==> src/rtl/uart_tx_mmio_if.sv <==
// CPU-side register bus for the UART transmitter: address, write strobe and
// data, plus the combinational read-back path.
`timescale 1ns/1ps
interface uart_tx_mmio_if;
    logic [15:0] address;
    logic        write_en;
    logic [7:0]  data_in;
    logic [7:0]  data_out;

    modport master (output address, write_en, data_in, input data_out);
    modport slave  (input address, write_en, data_in, output data_out);
endinterface

==> src/rtl/uart_tx_mmio.sv <==
// Memory-mapped UART transmitter: 4-byte register window, TX FIFO and an
// 8N1-style serializer with a programmable bit period.
`timescale 1ns/1ps
module uart_tx_mmio #(
    parameter logic [15:0] BASE_ADDR  = 16'hf010,
    parameter int          FIFO_DEPTH = 8,
    parameter int          DATA_BITS  = 8,
    parameter logic [7:0]  CLK_DIV    = 8'd4
) (
    input  logic             clock,
    input  logic             reset,
    uart_tx_mmio_if.slave    bus,
    output logic             tx,
    output logic             tx_strobe,
    output logic [7:0]       tx_char,
    output logic             irq
);
    localparam int         AW      = $clog2(FIFO_DEPTH);
    localparam logic [AW:0] DEPTH_C = (AW+1)'(FIFO_DEPTH);
    localparam logic [7:0] DMASK   = 8'hff >> (8 - DATA_BITS);
    localparam logic [2:0] LAST_BIT = 3'(DATA_BITS - 1);

    typedef enum logic [1:0] {IDLE, START, DATA, STOP} state_t;

    state_t          state_q, state_d;
    logic [7:0]      cnt_q, cnt_d;
    logic [7:0]      bdiv_q, bdiv_d;
    logic [2:0]      bit_idx_q, bit_idx_d;
    logic [7:0]      shift_q, shift_d;
    logic            tx_q, tx_d;
    logic            strobe_q, strobe_d;
    logic [7:0]      char_q, char_d;
    logic [7:0]      div_q, div_d;
    logic            ovf_q, ovf_d;
    logic [AW-1:0]   wptr_q, wptr_d, rptr_q, rptr_d;
    logic [AW:0]     count_q, count_d;
    logic [7:0]      fifo_mem [FIFO_DEPTH];

    logic       in_win, wr_data, wr_stat, wr_div;
    logic       fifo_empty, fifo_full, busy, pop, push_ok, load, bit_end;
    logic [7:0] div_eff, head;

    assign in_win  = (bus.address[15:2] == BASE_ADDR[15:2]);
    assign wr_data = bus.write_en && in_win && (bus.address[1:0] == 2'd0);
    assign wr_stat = bus.write_en && in_win && (bus.address[1:0] == 2'd1);
    assign wr_div  = bus.write_en && in_win && (bus.address[1:0] == 2'd2);

    assign fifo_empty = (count_q == '0);
    assign fifo_full  = (count_q == DEPTH_C);
    assign busy       = (state_q != IDLE);
    assign div_eff    = (div_q == 8'd0) ? 8'd1 : div_q;
    assign head       = fifo_mem[rptr_q];
    // bdiv_q holds the period latched at the start of the current bit, so a
    // DIV write only affects the following bit boundary.
    assign bit_end    = (cnt_q == bdiv_q - 8'd1);

    always_comb begin
        bus.data_out = 8'h00;
        if (!bus.write_en && in_win) begin
            unique case (bus.address[1:0])
                2'd1:    bus.data_out = {4'b0, ovf_q, fifo_empty, fifo_full, busy};
                2'd2:    bus.data_out = div_q;
                default: bus.data_out = 8'h00;
            endcase
        end
    end

    always_comb begin
        state_d   = state_q;
        cnt_d     = cnt_q;
        bdiv_d    = bdiv_q;
        bit_idx_d = bit_idx_q;
        shift_d   = shift_q;
        tx_d      = tx_q;
        strobe_d  = 1'b0;
        char_d    = char_q;
        load      = 1'b0;
        unique case (state_q)
            IDLE: begin
                tx_d = 1'b1;
                load = !fifo_empty;
            end
            START: begin
                cnt_d = cnt_q + 8'd1;
                if (bit_end) begin
                    cnt_d     = 8'd0;
                    bdiv_d    = div_eff;
                    state_d   = DATA;
                    bit_idx_d = 3'd0;
                    tx_d      = shift_q[0];
                    shift_d   = {1'b0, shift_q[7:1]};
                end
            end
            DATA: begin
                cnt_d = cnt_q + 8'd1;
                if (bit_end) begin
                    cnt_d  = 8'd0;
                    bdiv_d = div_eff;
                    if (bit_idx_q == LAST_BIT) begin
                        state_d = STOP;
                        tx_d    = 1'b1;
                    end else begin
                        bit_idx_d = bit_idx_q + 3'd1;
                        tx_d      = shift_q[0];
                        shift_d   = {1'b0, shift_q[7:1]};
                    end
                end
            end
            STOP: begin
                cnt_d = cnt_q + 8'd1;
                if (bit_end) begin
                    if (!fifo_empty) begin
                        load = 1'b1;
                    end else begin
                        state_d = IDLE;
                        tx_d    = 1'b1;
                    end
                end
            end
            default: state_d = IDLE;
        endcase
        // Frame start is shared by IDLE and the no-gap STOP->START path.
        if (load) begin
            state_d  = START;
            cnt_d    = 8'd0;
            bdiv_d   = div_eff;
            tx_d     = 1'b0;
            shift_d  = head;
            strobe_d = 1'b1;
            char_d   = head;
        end
    end

    assign pop = load;

    always_comb begin
        push_ok = wr_data && (!fifo_full || pop);
        wptr_d  = wptr_q + AW'(push_ok);
        rptr_d  = rptr_q + AW'(pop);
        count_d = count_q;
        unique case ({push_ok, pop})
            2'b10:   count_d = count_q + 1'b1;
            2'b01:   count_d = count_q - 1'b1;
            default: count_d = count_q;
        endcase
        // Set after clear so a dropped push wins over a same-cycle clear.
        ovf_d = ovf_q;
        if (wr_stat && bus.data_in[3]) ovf_d = 1'b0;
        if (wr_data && fifo_full && !pop) ovf_d = 1'b1;
        div_d = wr_div ? bus.data_in : div_q;
    end

    always_ff @(posedge clock) begin
        if (push_ok) fifo_mem[wptr_q] <= bus.data_in & DMASK;
    end

    always_ff @(posedge clock or posedge reset) begin
        if (reset) begin
            state_q   <= IDLE;
            cnt_q     <= 8'd0;
            bdiv_q    <= 8'd1;
            bit_idx_q <= 3'd0;
            shift_q   <= 8'd0;
            tx_q      <= 1'b1;
            strobe_q  <= 1'b0;
            char_q    <= 8'd0;
            div_q     <= CLK_DIV;
            ovf_q     <= 1'b0;
            wptr_q    <= '0;
            rptr_q    <= '0;
            count_q   <= '0;
        end else begin
            state_q   <= state_d;
            cnt_q     <= cnt_d;
            bdiv_q    <= bdiv_d;
            bit_idx_q <= bit_idx_d;
            shift_q   <= shift_d;
            tx_q      <= tx_d;
            strobe_q  <= strobe_d;
            char_q    <= char_d;
            div_q     <= div_d;
            ovf_q     <= ovf_d;
            wptr_q    <= wptr_d;
            rptr_q    <= rptr_d;
            count_q   <= count_d;
        end
    end

    assign tx        = tx_q;
    assign tx_strobe = strobe_q;
    assign tx_char   = char_q;
    assign irq       = fifo_empty && !busy;
endmodule
==> src/flat_wrapper.sv <==
// flat-port wrapper written by rule: the top's interface ports become plain ports
module uart_tx_mmio_flat 
#(
    parameter logic [15:0] BASE_ADDR  = 16'hf010,
    parameter int          FIFO_DEPTH = 8,
    parameter int          DATA_BITS  = 8,
    parameter logic [7:0]  CLK_DIV    = 8'd4
)
  (clock, reset, tx, tx_strobe, tx_char, irq, bus_address, bus_write_en, bus_data_in, bus_data_out);
  uart_tx_mmio_if bus_i ();
  input  logic clock;
  input  logic reset;
  output logic tx;
  output logic tx_strobe;
  output logic [7:0] tx_char;
  output logic irq;
  input wire logic [$bits(bus_i.address)-1:0] bus_address;
  input wire logic [$bits(bus_i.write_en)-1:0] bus_write_en;
  input wire logic [$bits(bus_i.data_in)-1:0] bus_data_in;
  output wire logic [$bits(bus_i.data_out)-1:0] bus_data_out;
  assign bus_i.address = bus_address;
  assign bus_i.write_en = bus_write_en;
  assign bus_i.data_in = bus_data_in;
  assign bus_data_out = bus_i.data_out;
  uart_tx_mmio #(.BASE_ADDR(BASE_ADDR), .FIFO_DEPTH(FIFO_DEPTH), .DATA_BITS(DATA_BITS), .CLK_DIV(CLK_DIV)) u_core (.clock(clock), .reset(reset), .bus(bus_i), .tx(tx), .tx_strobe(tx_strobe), .tx_char(tx_char), .irq(irq));
endmodule
==> config.mk <==
export PLATFORM = sky130hd
export DESIGN_NAME = uart_tx_mmio_flat
export DESIGN_NICKNAME = d
export VERILOG_FILES = /design/src/rtl/uart_tx_mmio_if.sv /design/src/rtl/uart_tx_mmio.sv /design/src/flat_wrapper.sv
export SDC_FILE = /design/constraint.sdc
export NUM_CORES = 1
export LEC_CHECK = 0
export BUFFER_PORTS_ARGS = -buffer_cell sky130_fd_sc_hd__buf_2
export CAP_MARGIN = 30
export CORE_AREA = 4 4 112 114
export CTS_CLUSTER_SIZE = 20
export DETAILED_ROUTE_END_ITERATION = 8
export DIE_AREA = 0 0 116 118
export GPL_ROUTABILITY_DRIVEN = 0
export GPL_TIMING_DRIVEN = 0
export PLACE_DENSITY_LB_ADDON = 0.15
export SETUP_SLACK_MARGIN = 0.4
export SYNTH_ARGS = -nofsm -noshare
export SYNTH_HDL_FRONTEND = slang
export SYNTH_SLANG_ARGS = --single-unit
==> constraint.sdc <==
create_clock -name clock -period 9.4 [get_ports clock]
set_input_delay 0.94 -clock clock [delete_from_list [all_inputs] [get_ports clock]]
set_output_delay 0.94 -clock clock [all_outputs]
set_load 0.02 [all_outputs]
# Word level (Yosys, flattened, before mapping)
# Memory sizes are Yosys's and may differ from the RTL's.
# Index checks and enable logic that the tools add are counted.
# W data, S select, Z words.
# totals
mem_bits_rw,64
out_inout_bits,19
register_bits,58
memories,1
wordCells,117
inputBits,27
# memory_table
memory,words,width,read_ports,rd_ports_with_merged_regs,wr,line,rtl
u_core.fifo_mem,8,8,1,0,1,uart_tx_mmio.sv:37,logic [7:0] fifo_mem [FIFO_DEPTH];
# classes
eq_ne,20
mux,41
add_sub_neg,7
reduce_logical,35
# ops
op,count
$mux W8,11
$pmux W8 S2,3
$ne A3 B1 Y1 const B,5
$eq A14 B14 Y1 const B,1
$mux W1,13
$mux W2,6
$reduce_and A4 Y1,3
$reduce_bool A2 Y1,6
$logic_and A1 B1 Y1,10
$mux W3,3
$add A8 B1 Y8 const B,1
$eq A2 B2 Y1 const B,4
$eq A8 B8 Y1,1
$logic_not A8 Y1,1
$pmux W4 S2,1
$sub A8 B1 Y8 const B,1
$add A3 B1 Y3,2
$eq A2 B1 Y1 const B,3
$pmux W2 S3,1
$pmux W3 S2,1
$reduce_and A6 Y1,1
$reduce_bool A3 Y1,2
$logic_not A1 Y1,5
$add A4 B1 Y4 const B,1
other kinds (15),17

# Longest topological paths before layout
# Gate-level depths: netlist (run 1).
# depth
ltp_word,8
mapped_depth,16
depth_no_buf,15

# Least setup slack after synthesis (run 1)
# No wires, ideal clock.
# synth_timing
path_type,flip-flop to flip-flop
startpoint,register u_core.bdiv_q[0]
endpoint,memory u_core.fifo_mem[4][0] (enable)
arrival_ps,3385
required_ps,9002
path_slack_ps,5617
path_stages_with_launch,8
path_buffers,0
period_less_slack_ps,3783
setup_ps,398
cell_sequence,dfstp_2 -> or4_4 -> o21a_1 -> or4_4 -> a2111o_1 -> a21oi_2 -> o21bai_4 -> nor4b_1
# synth_between
elab_chain_cells,8
# synth_rtl
item,line,rtl
from (decl),uart_tx_mmio.sv:27,"logic [7:0] bdiv_q, bdiv_d;"
from (signal assigned),uart_tx_mmio.sv:175,bdiv_q <= bdiv_d;
$sub A8 B1 Y8,uart_tx_mmio.sv:55,assign bit_end = (cnt_q == bdiv_q - 8'd1);
$eq A8 B8 Y1,uart_tx_mmio.sv:55,
$mux W1,uart_tx_mmio.sv:111,if (bit_end) begin
$pmux W1 S2,uart_tx_mmio.sv:78,unique case (state_q)
$logic_or A1 B1 Y1,uart_tx_mmio.sv:137,push_ok = wr_data && (!fifo_full || pop);
$logic_and A1 B1 Y1,uart_tx_mmio.sv:137,
$mux W1,uart_tx_mmio.sv:154,if (push_ok) fifo_mem[wptr_q] <= bus.data_in & DMASK;
$mux W1 (implied by the code),uart_tx_mmio.sv:154,
to (decl),uart_tx_mmio.sv:37,
# No other way between the ends.

# Worst setup path after layout (run 1)
# layout_timing
startpoint,register u_core.bdiv_q[2]
endpoint,register u_core.count_q[2]
# layout_between
elab_chain_cells,8
elab_cells_between_ends,10
classes_between,add/sub (1); eq/ne (3); mux (3); reduce/logical (3)
# layout_rtl
item,line,rtl
$sub A8 B1 Y8 *,uart_tx_mmio.sv:55,
$eq A8 B8 Y1 *,uart_tx_mmio.sv:55,
$mux W1 *,uart_tx_mmio.sv:111,
$pmux W1 S2 *,uart_tx_mmio.sv:78,
net u_core.load,uart_tx_mmio.sv:40,"logic fifo_empty, fifo_full, busy, pop, push_ok, load, bit_end;"
$logic_or A1 B1 Y1,uart_tx_mmio.sv:137,
$logic_and A1 B1 Y1,uart_tx_mmio.sv:137,
$eq A2 B1 Y1 or $eq A2 B2 Y1 (tied branches),uart_tx_mmio.sv:141,"unique case ({push_ok, pop})"
$pmux W4 S2 or $reduce_bool A2 Y1 (tied branches),--,
to (signal assigned),uart_tx_mmio.sv:185,count_q <= count_d;
to (decl),uart_tx_mmio.sv:36,"logic [AW:0] count_q, count_d;"
# Mark *: on every way through the listed nets, which the timed path passes. The rest lies on a longest branch.
# A chain may end at the register's enable or synchronous reset.

==> metrics.md, run 1 <==
| Metric | Value |
|---|---|
| Die footprint | `about 14000 um2` |
| PortBufs | `45` |
| Clock Latency Late Sink | `a little over 0.4 ns` |
| H-tree depth | `4` |
| Pre-CTS setup slack | `about 5.4 ns` |
| Ratio of cells with drive above 1 in the final layout | `0.278` |
| FMAX | `0.248 GHz` |
| Synth top area cells | `edfxtp_1, dfrtp_1, mux4_2, ha_1, mux2_2` |
| Critical Path End | `u_core.count_q[2]` |
| #FFs+latches synth | `roughly 120` |
| Register-to-Register Path Depth | `14` |
| Antenna violations before repair | `0` |
| Cts repair resizes | `0` |
| Area leader, netlist | `edfxtp_1` |
| Number of CTS-inserted buffers | `17` |
| Clock sink count | `roughly 120` |
| Fillers | `957` |
| First-pass GRT wire length | `18.3 mm` |
| Rows | `39` |
| Setup bufs post-CTS | `0` |
| Top-area cell type share of the netlist area | `0.342` |
| EDFF count, synth | `64` |
| Static leakage | `approximately 2.7 nW` |
| Worst-path clk slew | `approximately 0.060 ns` |
| Register area | `roughly 3400 um2` |
| WL final | `11.1 mm` |
| Setup crit end kind | `register` |
| Seq/Total Area, Yosys | `0.600` |
| Mux cell area share after synthesis | `0.112` |
| Antenna cells | `0` |
| First drt pass iteration count | `4` |
| TritonCTS clock tree | `yes` |
| Async SR Flop Fraction | `0.475` |
| I/O pin total | `46` |
| TNS Setup | `0 ns` |
| Largest family of logic cells by synthesized area | `multiplexers` |
| Vias in the first global route | `around 3600` |
| Starting Density | `0.493` |
| Synth Area in Compound Gates | `0.0943` |
| Mapped Area | `5630 um2` |
| Post-synth top cells | `edfxtp_1, dfrtp_1, nor2_1` |
| Die H | `approximately 120 um` |
| PwrDens | `~300 nW/um2` |
| Detail Route Antenna Nets | `0` |
| Syn_area_per_cell | `around 14 um2` |
| Area of the multi-input gates | `about 2200 um2` |
| Congestion Overflow GR | `0` |
| Area growth syn-to-layout | `18.4%` |
| Maximum clock path buffer count | `2` |
| Endpoints failing hold | `0` |
| Total number of yosys warnings | `0` |
| Post-DP HPWL | `between 8 and 9 mm` |
| DR vias | `roughly 3500` |
| Crit path kind | `reg2reg` |
| Drt wl/cell | `approximately 18 um` |
| Worst R2R Setup Slack | `around 5.4 ns` |
| RSZ-0062 raised after global routing | `false` |
| Final Max Slew Viols | `0` |
| CP startpoint | `u_core.bdiv_q[2]` |
| Drt drc | `0` |
| Final nets | `about 520` |
| Worst min-delay path class | `reg2reg` |
| Most common cell in the netlist | `edfxtp_1` |
| Worst-Margin Slew | `~0.93 ns` |
| Die W | `between 100 and 150 um` |
| Root Buffer | `clkbuf_16` |
| Critical Path RT | `9.68 ns` |
| Post-layout min period | `4.03 ns` |
| Top_reg_cell synth | `edfxtp_1` |
| GRT Util Overall | `0.175` |
| Max_cap viols | `0` |
| Final setup fails | `0` |
| Synth Area in XOR/XNOR | `0.0342` |
| Core Area | `~11000 um2` |
| Post-Syn Nets | `447` |
| Synth cell types | `54` |
| Max IR drop VDD | `approximately 0.18 mV` |
| DRC marker count from the first detailed-route iteration | `between 200 and 250` |
| Dpl cells | `about 600` |
| Hold slack | `0.481 ns` |
| Startpoint Class | `register` |
| Crit path max fanout | `13` |
| Share of the clock period used by the worst path | `0.429` |
| CP arrival | `4.31 ns` |
| Design Power | `approximately 2.0 mW` |
| R2R Path Start | `u_core.bdiv_q[2]` |
| Fin cells | `628` |
| Final Worst Setup Slack | `5.37 ns` |
| Max-slew headroom | `0.380` |
| Final Skew | `roughly 0.0086 ns` |
| CTS hold repair buffers | `0` |
| Post-Synth Simple-Gate Area | `0.0963` |
| R2r endpoint | `u_core.count_q[2]` |
| Cells after Synth | `roughly 400` |
| Largest net degree at the start of global routing | `43` |
| Outcome | `complete, no violations` |
| Adder-cell share of the synthesized area | `0.0423` |
| Drt via density | `5.52` |
-- report_power, final --
| part | leakage (nW) | switching (mW) | internal, mW |
|---|---|---|---|
| Clock | 0.257 | 0.231 | 0.363 |
| Combinational | 1.13 | 0.388 | 0.312 |
| Sequential | 1.32 | 0.0523 | 0.641 |
-- cell families after synthesis --
logic type               count (synthesis)
AO/OA/AOI/OAI                           68
XOR/XNOR                                22
adder cells (fa/ha/maj)                 19
buffers and inverters                   27
flip-flops                             122
multiplexers                            41
AND/OR/NAND/NOR                        102
-- worst max-delay path, cell delays in order, from the launching register on --
cell      delay (ns)
dfrtp_1         0.45
or4_4           0.53
o21a_1          0.20
or4_4           0.53
a2111o_1        0.47
a21oi_2         0.19
buf_4           0.18
buf_4           0.22
ha_1            0.29
xor2_1          0.10
ha_1            0.19
a21oi_1         0.15
xor2_1          0.17
nor2_1          0.07
xor2_1          0.14
-- cells in the final DEF (no fill, tap or decap), types with 6 or more instances in the layout --
cell type,n
nor2_1,27
inv_1,13
o21a_1,16
ha_1,19
mux4_2,16
buf_2,47
clkbuf_1,10
buf_4,6
a21oi_1,12
xnor2_1,10
edfxtp_1,64
nand3_1,6
xor2_1,12
o21ai_0,6
and3_1,11
mux2i_1,9
mux2_2,16
a221o_1,7
clkbuf_16,17
dfrtp_1,55
nor3_1,7
nand2_1,25
-- routing by layer --
layer / wire length (um) / track usage / share of wire
met3: 444 / 0.0458 / 0.040
met4: 153 / 0.0624 / 0.014
met1: 4930 / 0.231 / 0.44
met5: 0 / 0 / 0
met2: 5580 / 0.277 / 0.50
-- stage by stage --
step	instance area, um2	util
after floorplan	5630	-
after global placement	6030	0.528
after detailed placement	6110	0.535
after CTS	6660	0.583
after global routing	6660	0.583
final	6660	0.583
-- worst min path at each step --
stage	endpoint	cells after the start	from	slack [ns]
floorplan	u_core.ovf_q	2	u_core.ovf_q	0.45
global placement	u_core.tx_char[1]	1	u_core.tx_char[1]	0.47
detailed placement	u_core.tx_char[4]	1	u_core.tx_char[4]	0.47
CTS	u_core.tx_char[4]	1	u_core.tx_char[4]	0.49
global route	u_core.tx_char[1]	1	u_core.tx_char[1]	0.50
finish	u_core.tx_char[1]	1	u_core.tx_char[1]	0.48
-- cell type report --
class | count | area share
sequential | 122 | 0.507
multi-input combinational | 252 | 0.323
clock buffer | 18 | 0.0644
timing repair buffer | 52 | 0.0428
tap | 143 | 0.0269
clock inverter | 14 | 0.0182
buffer | 13 | 0.00958
inverter | 14 | 0.00789
-- flip-flops by register name, indices dropped and copies added (netlist names), 2 cells and up --
signal	count
u_core.tx_char	8
u_core.shift_q	8
u_core.bit_idx_q	3
u_core.state_q	2
u_core.count_q	4
u_core.rptr_q	3
u_core.bdiv_q	8
u_core.cnt_q	8
u_core.fifo_mem	64
u_core.wptr_q	3
u_core.div_q	8
Note: power is estimated with default switching activity, not from simulation.
==> run 2, diff against run 1 <==
==> constraint.sdc (replaced) <==
create_clock -name clock -period 3.3 [get_ports clock]
set_input_delay 0.33 -clock clock [delete_from_list [all_inputs] [get_ports clock]]
set_output_delay 0.33 -clock clock [all_outputs]
set_load 0.02 [all_outputs]
==> run 2 against run 1 <==
Against the previous run:
- the run now ends with setup timing left
- combinational power increased to 3.7 times the previous value
- die area unchanged
- critical path depth increased by 1
- largest cell class unchanged
- maximum frequency increased by 16%
- sequential power increased to 2.9 times the previous value
- first-iteration DRC count increased by 28%
- register-to-register slack got worse by 5.5 ns
- clock power increased to 2.8 times the previous value
- clock skew about the same
- final area increased by 12%
- sequential share of layout area decreased by 5.5 points
==> metrics.md, run 2 (synthesis gave the netlist of run 1 again) <==
| Metric | Value |
|---|---|
| Share of the clock period used by the worst path | `1.05 (+0.625)` |
| Most frequent cells in the layout | `edfxtp_1, dfrtp_1, buf_2` |
| Worst-path clk slew | `0.06 ns (about the same)` |
| Pre-CTS setup slack | `-0.504 ns (-5.91 ns)` |
| Max_cap viols | `0 (unchanged)` |
| Area of the multi-input gates | `2430 um2 (+13%)` |
| RSZ-0062 raised after global routing | `true` |
| Slowest cell delay on critical path | `0.55 ns (+0.02 ns)` |
| Worst-Margin Slew | `0.742 ns (-0.188 ns)` |
| Endpoints failing hold | `0 (unchanged)` |
| GRT Util Overall | `0.197 (+0.0220)` |
| CP startpoint | `u_core.bdiv_q[0]` |
| Detail Route Antenna Nets | `0 (unchanged)` |
| I/O pin total | `46 (unchanged)` |
| Die W | `116 um (unchanged)` |
| Max IR drop VDD | `0.629 mV (+250%)` |
| First drt pass iteration count | `5 (+1)` |
| Core Area | `11400 um2 (unchanged)` |
| H-tree depth | `4 (unchanged)` |
| FMAX | `0.288 GHz (+16%)` |
| Clock Latency Late Sink | `0.41 ns (about the same)` |
| Buf/Inv on CP | `1 (-1)` |
| Final core utilization | `0.654 (+0.0710)` |
| Final Skew | `0.00867 ns (+0.0000281 ns)` |
| Biggest register | `u_core.fifo_mem` |
| DR vias | `3817 (+10%)` |
| PortBufs | `45 (unchanged)` |
| Most used cell along the critical path | `ha_4` |
| First-pass GRT wire length | `20.4 mm (+12%)` |
| Die H | `118 um (unchanged)` |
| Root Buffer | `clkbuf_16` |
| Crit-path slowest cell | `dfstp_2` |
| Static leakage | `3.00 nW (+11%)` |
| Critical Path End | `u_core.count_q[2]` |
| Number of CTS-inserted buffers | `17 (unchanged)` |
| Area growth syn-to-layout | `32.8%` |
| Final setup fails | `69 (+69)` |
| Startpoint Class | `register` |
| TNS Setup | `-4.35 ns (-4.35 ns)` |
| Crit path kind | `reg2reg` |
| Setup crit end kind | `register` |
| R2r endpoint | `u_core.count_q[2]` |
| Worst R2R Setup Slack | `-0.18 ns (-5.55 ns)` |
| Post-layout min period | `3.48 ns (-0.553 ns)` |
| Dpl cells | `596 (unchanged)` |
| WL final | `12.7 mm (+14%)` |
| Max reg flops | `64 (unchanged)` |
| DRC marker count from the first detailed-route iteration | `265 (+28%)` |
| Drt drc | `0 (unchanged)` |
| Largest net degree at the start of global routing | `42 (-2.3%)` |
| CP arrival | `3.77 ns (-0.54 ns)` |
| Drt wl/cell | `18.8 um (+6.5%)` |
| Max-slew headroom | `0.505 (+0.125)` |
| Hold Crit Start | `bus_data_in[2]` |
| Rows | `39 (unchanged)` |
| Worst min-delay path class | `in2reg` |
| Starting Density | `0.493 (unchanged)` |
| Vias in the first global route | `3938 (+10%)` |
| Final Worst Setup Slack | `-0.177 ns (-5.55 ns)` |
| Crit path max-delay family | `compound AO/OA/AOI/OAI gates` |
| Design Power | `6.22 mW (+210%)` |
| Congestion Overflow GR | `0 (unchanged)` |
| Critical Path Stages | `15 (+1)` |
| Fillers | `854 (-11%)` |
| Final Max Slew Viols | `0 (unchanged)` |
| Die footprint | `13700 um2 (unchanged)` |
| Maximum clock path buffer count | `2 (unchanged)` |
| Post-DP HPWL | `8.02 mm (-0.27%)` |
| Fin cells | `674 (+7.3%)` |
| TritonCTS clock tree | `yes` |
| Outcome | `finished, violations left` |
| Commonest non-fill, non-tap cell in the layout | `edfxtp_1` |
| R2R Path Start | `u_core.bdiv_q[0]` |
| Register area | `3380 um2 (about the same)` |
| Drt via density | `5.66 (+2.6%)` |
| Failing checks | `setup timing` |
| Critical Path, Cell by Cell | `inv_2 > ha_4 > nor4b_4 > xnor2_1 > or4_4 > a2111o_1 > a21oi_4 > o21bai_4 > ha_4 > xor2_4 > ha_4 > a21oi_2 > xor2_1 > nor2_1 > xor2_1` |
| Antenna violations before repair | `0 (unchanged)` |
| PwrDens | `833 nW/um2 (+180%)` |
| Register-to-Register Path Depth | `15 (+1)` |
| Clock sink count | `122 (unchanged)` |
| Ratio of cells with drive above 1 in the final layout | `0.392 (+0.113)` |
| Final nets | `565 (+9.1%)` |
| Critical Path RT | `3.59 ns (-6.09 ns)` |
| Antenna cells | `0 (unchanged)` |
| Crit path max fanout | `5 (-8)` |
-- run 2: changes by cell type in the layout (fill, tap and decap cells not counted), sizes merged --
cell,before,now
o21bai,1,2
clkinv,5,4
dlygate4sd3,0,1
buf,56,99
clkdlybuf4s15,0,1
clkinvlp,5,6
inv,17,15
clkbuf,27,29
-- run 2: what timing repair did --
item	4_1_cts	5_1_grt
resized for setup	59	18
hold endpoints to repair	17	0
buffers inserted	33	10
gates cloned	2	1
pin swaps	21	10
endpoints found under the setup margin	88	106
hold buffers	1	0
-- run 2: worst min-delay path by stage --
stage	cells past startpoint	slack, ns	end
2_1_floorplan	0	0.43	u_core.fifo_mem[0][0]
3_3_place_gp	2	0.47	u_core.ovf_q
3_5_place_dp	2	0.35	u_core.tx_strobe
4_1_cts	1	0.22	u_core.fifo_mem[2][6]
5_1_grt	1	0.23	u_core.fifo_mem[2][5]
6_report	1	0.23	u_core.fifo_mem[0][2]
-- run 2: stage by stage --
stage | hold WS (ns) | instance area [um2]
3_3_place_gp | 0.470 | 6100
5_1_grt | 0.228 | 7470
2_1_floorplan | 0.429 | 5700
3_5_place_dp | 0.352 | 6160
4_1_cts | 0.219 | 7300
6_report | 0.228 | 7470
-- run 2: worst register-to-register path, cell delays in order (launching register included) --
cell and delay (ns):
dfstp_2 0.55, inv_2 0.05, ha_4 0.17, nor4b_4 0.13
xnor2_1 0.13, or4_4 0.52, a2111o_1 0.46, a21oi_4 0.24
o21bai_4 0.12, ha_4 0.20, xor2_4 0.16, ha_4 0.18
a21oi_2 0.10, xor2_1 0.15, nor2_1 0.06, xor2_1 0.13
-- run 2: cell type report --
class | count | area share
sequential | 122 | 0.452
multi-input combinational | 253 | 0.325
timing repair buffer | 98 | 0.108
clock buffer | 19 | 0.0579
tap | 143 | 0.0239
clock inverter | 12 | 0.0137
buffer | 13 | 0.0119
inverter | 14 | 0.00737
-- run 2: routing by layer --
metal,vias up,wire length (um),part of all wire,GRT usage
met2,99,6630,0.52,0.317
met4,0,150,0.012,0.0660
met3,11,598,0.047,0.0586
li1,1768,-,-,-
met5,-,0,0,0
met1,1939,5310,0.42,0.253
-- run 2: power by group --
group / leakage [nW] / internal (mW) / switching, mW / total, mW
clock: 0.245 / 1.02 / 0.645 / 1.67
combinational: 1.44 / 1.27 / 1.30 / 2.57
sequential: 1.32 / 1.82 / 0.165 / 1.99
total: 3.00 / 4.11 / 2.11 / 6.22
==> run 3, diff against run 2 <==
--- a/config.mk
+++ b/config.mk
@@ -7,10 +7,10 @@
 export LEC_CHECK = 0
 export BUFFER_PORTS_ARGS = -buffer_cell sky130_fd_sc_hd__buf_2
 export CAP_MARGIN = 30
-export CORE_AREA = 4 4 112 114
+export CORE_AREA = 4 4 142 144
 export CTS_CLUSTER_SIZE = 20
 export DETAILED_ROUTE_END_ITERATION = 8
-export DIE_AREA = 0 0 116 118
+export DIE_AREA = 0 0 146 148
 export GPL_ROUTABILITY_DRIVEN = 0
 export GPL_TIMING_DRIVEN = 0
 export PLACE_DENSITY_LB_ADDON = 0.15
==> constraint.sdc (replaced) <==
create_clock -name clock -period 3.2 [get_ports clock]
set_input_delay 0.32 -clock clock [delete_from_list [all_inputs] [get_ports clock]]
set_output_delay 0.32 -clock clock [all_outputs]
set_load 0.02 [all_outputs]
==> run 3 against run 2 <==
Against the previous run:
- hold slack lost 0.0015 ns
- the run still ends with setup timing left
- sequential cell count is the same
- critical path type unchanged
- register-to-register slack lost 0.11 ns
- global-route usage shrank 6.9 points
- final cell count grew 14%
- core utilization shrank 24 points
- count of clock-buffer cells in the layout shrank 2
- largest cell class unchanged
==> metrics.md, run 3 (synthesis gave the netlist of run 1 again) <==
| Metric | Value |
|---|---|
| Outcome | `finished, violations left` |
| Failing checks | `setup timing` |
| Largest net degree at the start of global routing | `37 (-12%)` |
| Root Buffer | `clkbuf_16` |
| Share of the clock period used by the worst path | `1.09 (+0.0346)` |
| RSZ-0062 raised after global routing | `true` |
| Fillers | `1712 (+100%)` |
| Worst-path clk slew | `0.06 ns (about the same)` |
| DRC marker count from the first detailed-route iteration | `193 (-27%)` |
| Die H | `148 um (+25%)` |
| Clock sink count | `122 (unchanged)` |
| Design Power | `6.88 mW (+11%)` |
| Max IR drop VDD | `0.417 mV (-34%)` |
| Critical Path RT | `3.53 ns (-0.06 ns)` |
| H-tree depth | `4 (unchanged)` |
| Most frequent cells in the layout | `edfxtp_1, dfrtp_1, buf_2` |
| Worst min-delay path class | `in2reg` |
| Drt drc | `0 (unchanged)` |
| DR vias | `3740 (-2.0%)` |
| Endpoints failing hold | `0 (unchanged)` |
| First drt pass iteration count | `4 (-1)` |
| Clock Latency Late Sink | `0.41 ns (about the same)` |
| Post-DP HPWL | `8.88 mm (+11%)` |
| Congestion Overflow GR | `0 (unchanged)` |
| I/O pin total | `46 (unchanged)` |
| Static leakage | `3.12 nW (+4.0%)` |
| Max_cap viols | `0 (unchanged)` |
| Final setup fails | `61 (-12%)` |
| CP arrival | `3.81 ns (+0.04 ns)` |
| Antenna cells | `0 (unchanged)` |
| Ratio of cells with drive above 1 in the final layout | `0.402 (+0.00979)` |
| Final Worst Setup Slack | `-0.282 ns (-0.105 ns)` |
| Detail Route Antenna Nets | `0 (unchanged)` |
| First-pass GRT wire length | `21.5 mm (+5.1%)` |
| FMAX | `0.287 GHz (-0.15%)` |
| Drt wl/cell | `17.4 um (-7.8%)` |
| Fin cells | `767 (+14%)` |
| Commonest non-fill, non-tap cell in the layout | `edfxtp_1` |
| Antenna violations before repair | `0 (unchanged)` |
| Max reg flops | `64 (unchanged)` |
| Vias in the first global route | `3915 (-0.58%)` |
| Starting Density | `0.301 (-0.192)` |
| Dpl cells | `687 (+15%)` |
| Core Area | `18700 um2 (+64%)` |
| Post-layout min period | `3.48 ns (+0.00522 ns)` |
| Max-slew headroom | `0.497 (-0.00800)` |
| Biggest register | `u_core.fifo_mem` |
| Die footprint | `21600 um2 (+58%)` |
| Area growth syn-to-layout | `36.7%` |
| Final Max Slew Viols | `0 (unchanged)` |
| Final Skew | `0.0113 ns (+0.00262 ns)` |
| Die W | `146 um (+26%)` |
| PortBufs | `45 (unchanged)` |
| Drt via density | `4.88 (-14%)` |
| WL final | `13.3 mm (+4.9%)` |
| Worst-Margin Slew | `0.754 ns (+0.0120 ns)` |
| Final nets | `566 (+0.18%)` |
| PwrDens | `895 nW/um2 (+7.4%)` |
| Maximum clock path buffer count | `2 (unchanged)` |
| TritonCTS clock tree | `yes` |
| Crit path max fanout | `3 (-2)` |
| Rows | `50 (+28%)` |
| Crit path kind | `reg2reg` |
| Number of CTS-inserted buffers | `17 (unchanged)` |
| Setup crit end kind | `register` |
| GRT Util Overall | `0.128 (-0.0686)` |
| Startpoint Class | `register` |
[run 3: changes by cell type in the layout (fill, tap and decap cells not counted), sizes merged]
cell      previous run  this run
clkinvlp             6         1
o21bai               2         1
inv                 15        21
buf                 99       102
bufinv               1         3
clkbuf              29        26
[run 3: layout make-up]
class / instances / area, um2 / area share
Sequential cell: 122 / 3380 / 0.439
Tap cell: 234 / 293 / 0.0381
Buffer: 13 / 95.1 / 0.0124
Timing Repair Buffer: 100 / 858 / 0.112
Multi-Input combinational cell: 252 / 2400 / 0.312
Inverter: 14 / 52.6 / 0.00683
Clock buffer: 17 / 425 / 0.0553
Clock inverter: 15 / 185 / 0.0241
[run 3: timing repair]
item,in CTS,in global routing
endpoints found under the setup margin,105,112
pin swaps,16,12
buffers inserted,33,11
hold buffers,1,0
resized for setup,50,24
endpoints found under the hold margin,22,0
cloned,3,0
[run 3: through the flow]
| step | area [um2] | utilization | setup WS (ns) | TNS [ns] | hold slack (ns) |
|---|---|---|---|---|---|
| after floorplan | 5720 | - | -0.301 | -8.47 | 0.419 |
| after global placement | 6230 | 0.333 | -0.998 | -45.21 | 0.476 |
| after detailed placement | 6290 | 0.337 | -0.669 | -32.97 | 0.387 |
| after CTS | 7510 | 0.402 | -0.296 | -7.48 | 0.219 |
| after global routing | 7690 | 0.411 | -0.446 | -17.01 | 0.231 |
| final | 7690 | 0.411 | -0.282 | -9.28 | 0.227 |
[run 3: power by group]
| group | switching, mW | internal, mW |
|---|---|---|
| clock network | 0.735 | 1.24 |
| logic | 1.42 | 1.44 |
| registers | 0.168 | 1.88 |
[run 3: per-layer routing]
metal	wire, um	global-route usage	up-vias	share of wire
met3	397	0.0322	20	0.030
li1	-	-	1766	-
met1	6090	0.164	1899	0.46
met5	0	0	-	0
met4	308	0.0513	0	0.023
met2	6520	0.209	55	0.49
[run 3: worst paths after layout]
kind	startpoint	end	slack, ns	cells past startpoint
min in group asynchronous	reset	u_core.tx_char[2]	0.49	3
max in group asynchronous	reset	u_core.div_q[2]	2.06	4
min reg2reg	u_core.tx_char[1]	u_core.tx_char[1]	0.48	1
max	u_core.bdiv_q[1]	u_core.count_q[2]	-0.28	14
min	bus_data_in[5]	u_core.fifo_mem[3][5]	0.23	1
max reg2reg	u_core.bdiv_q[1]	u_core.count_q[2]	-0.28	14
[run 3: worst max-delay path: stages (launching register included)]
cell	delay (ns)
dfrtp_1	0.39
or4_4	0.54
o21a_1	0.21
or4_4	0.43
a2111o_1	0.45
a21oi_2	0.21
buf_6	0.13
buf_12	0.10
ha_4	0.12
xor2_1	0.16
ha_2	0.20
a21oi_2	0.04
xor2_1	0.17
nor2_1	0.11
xor2_1	0.15
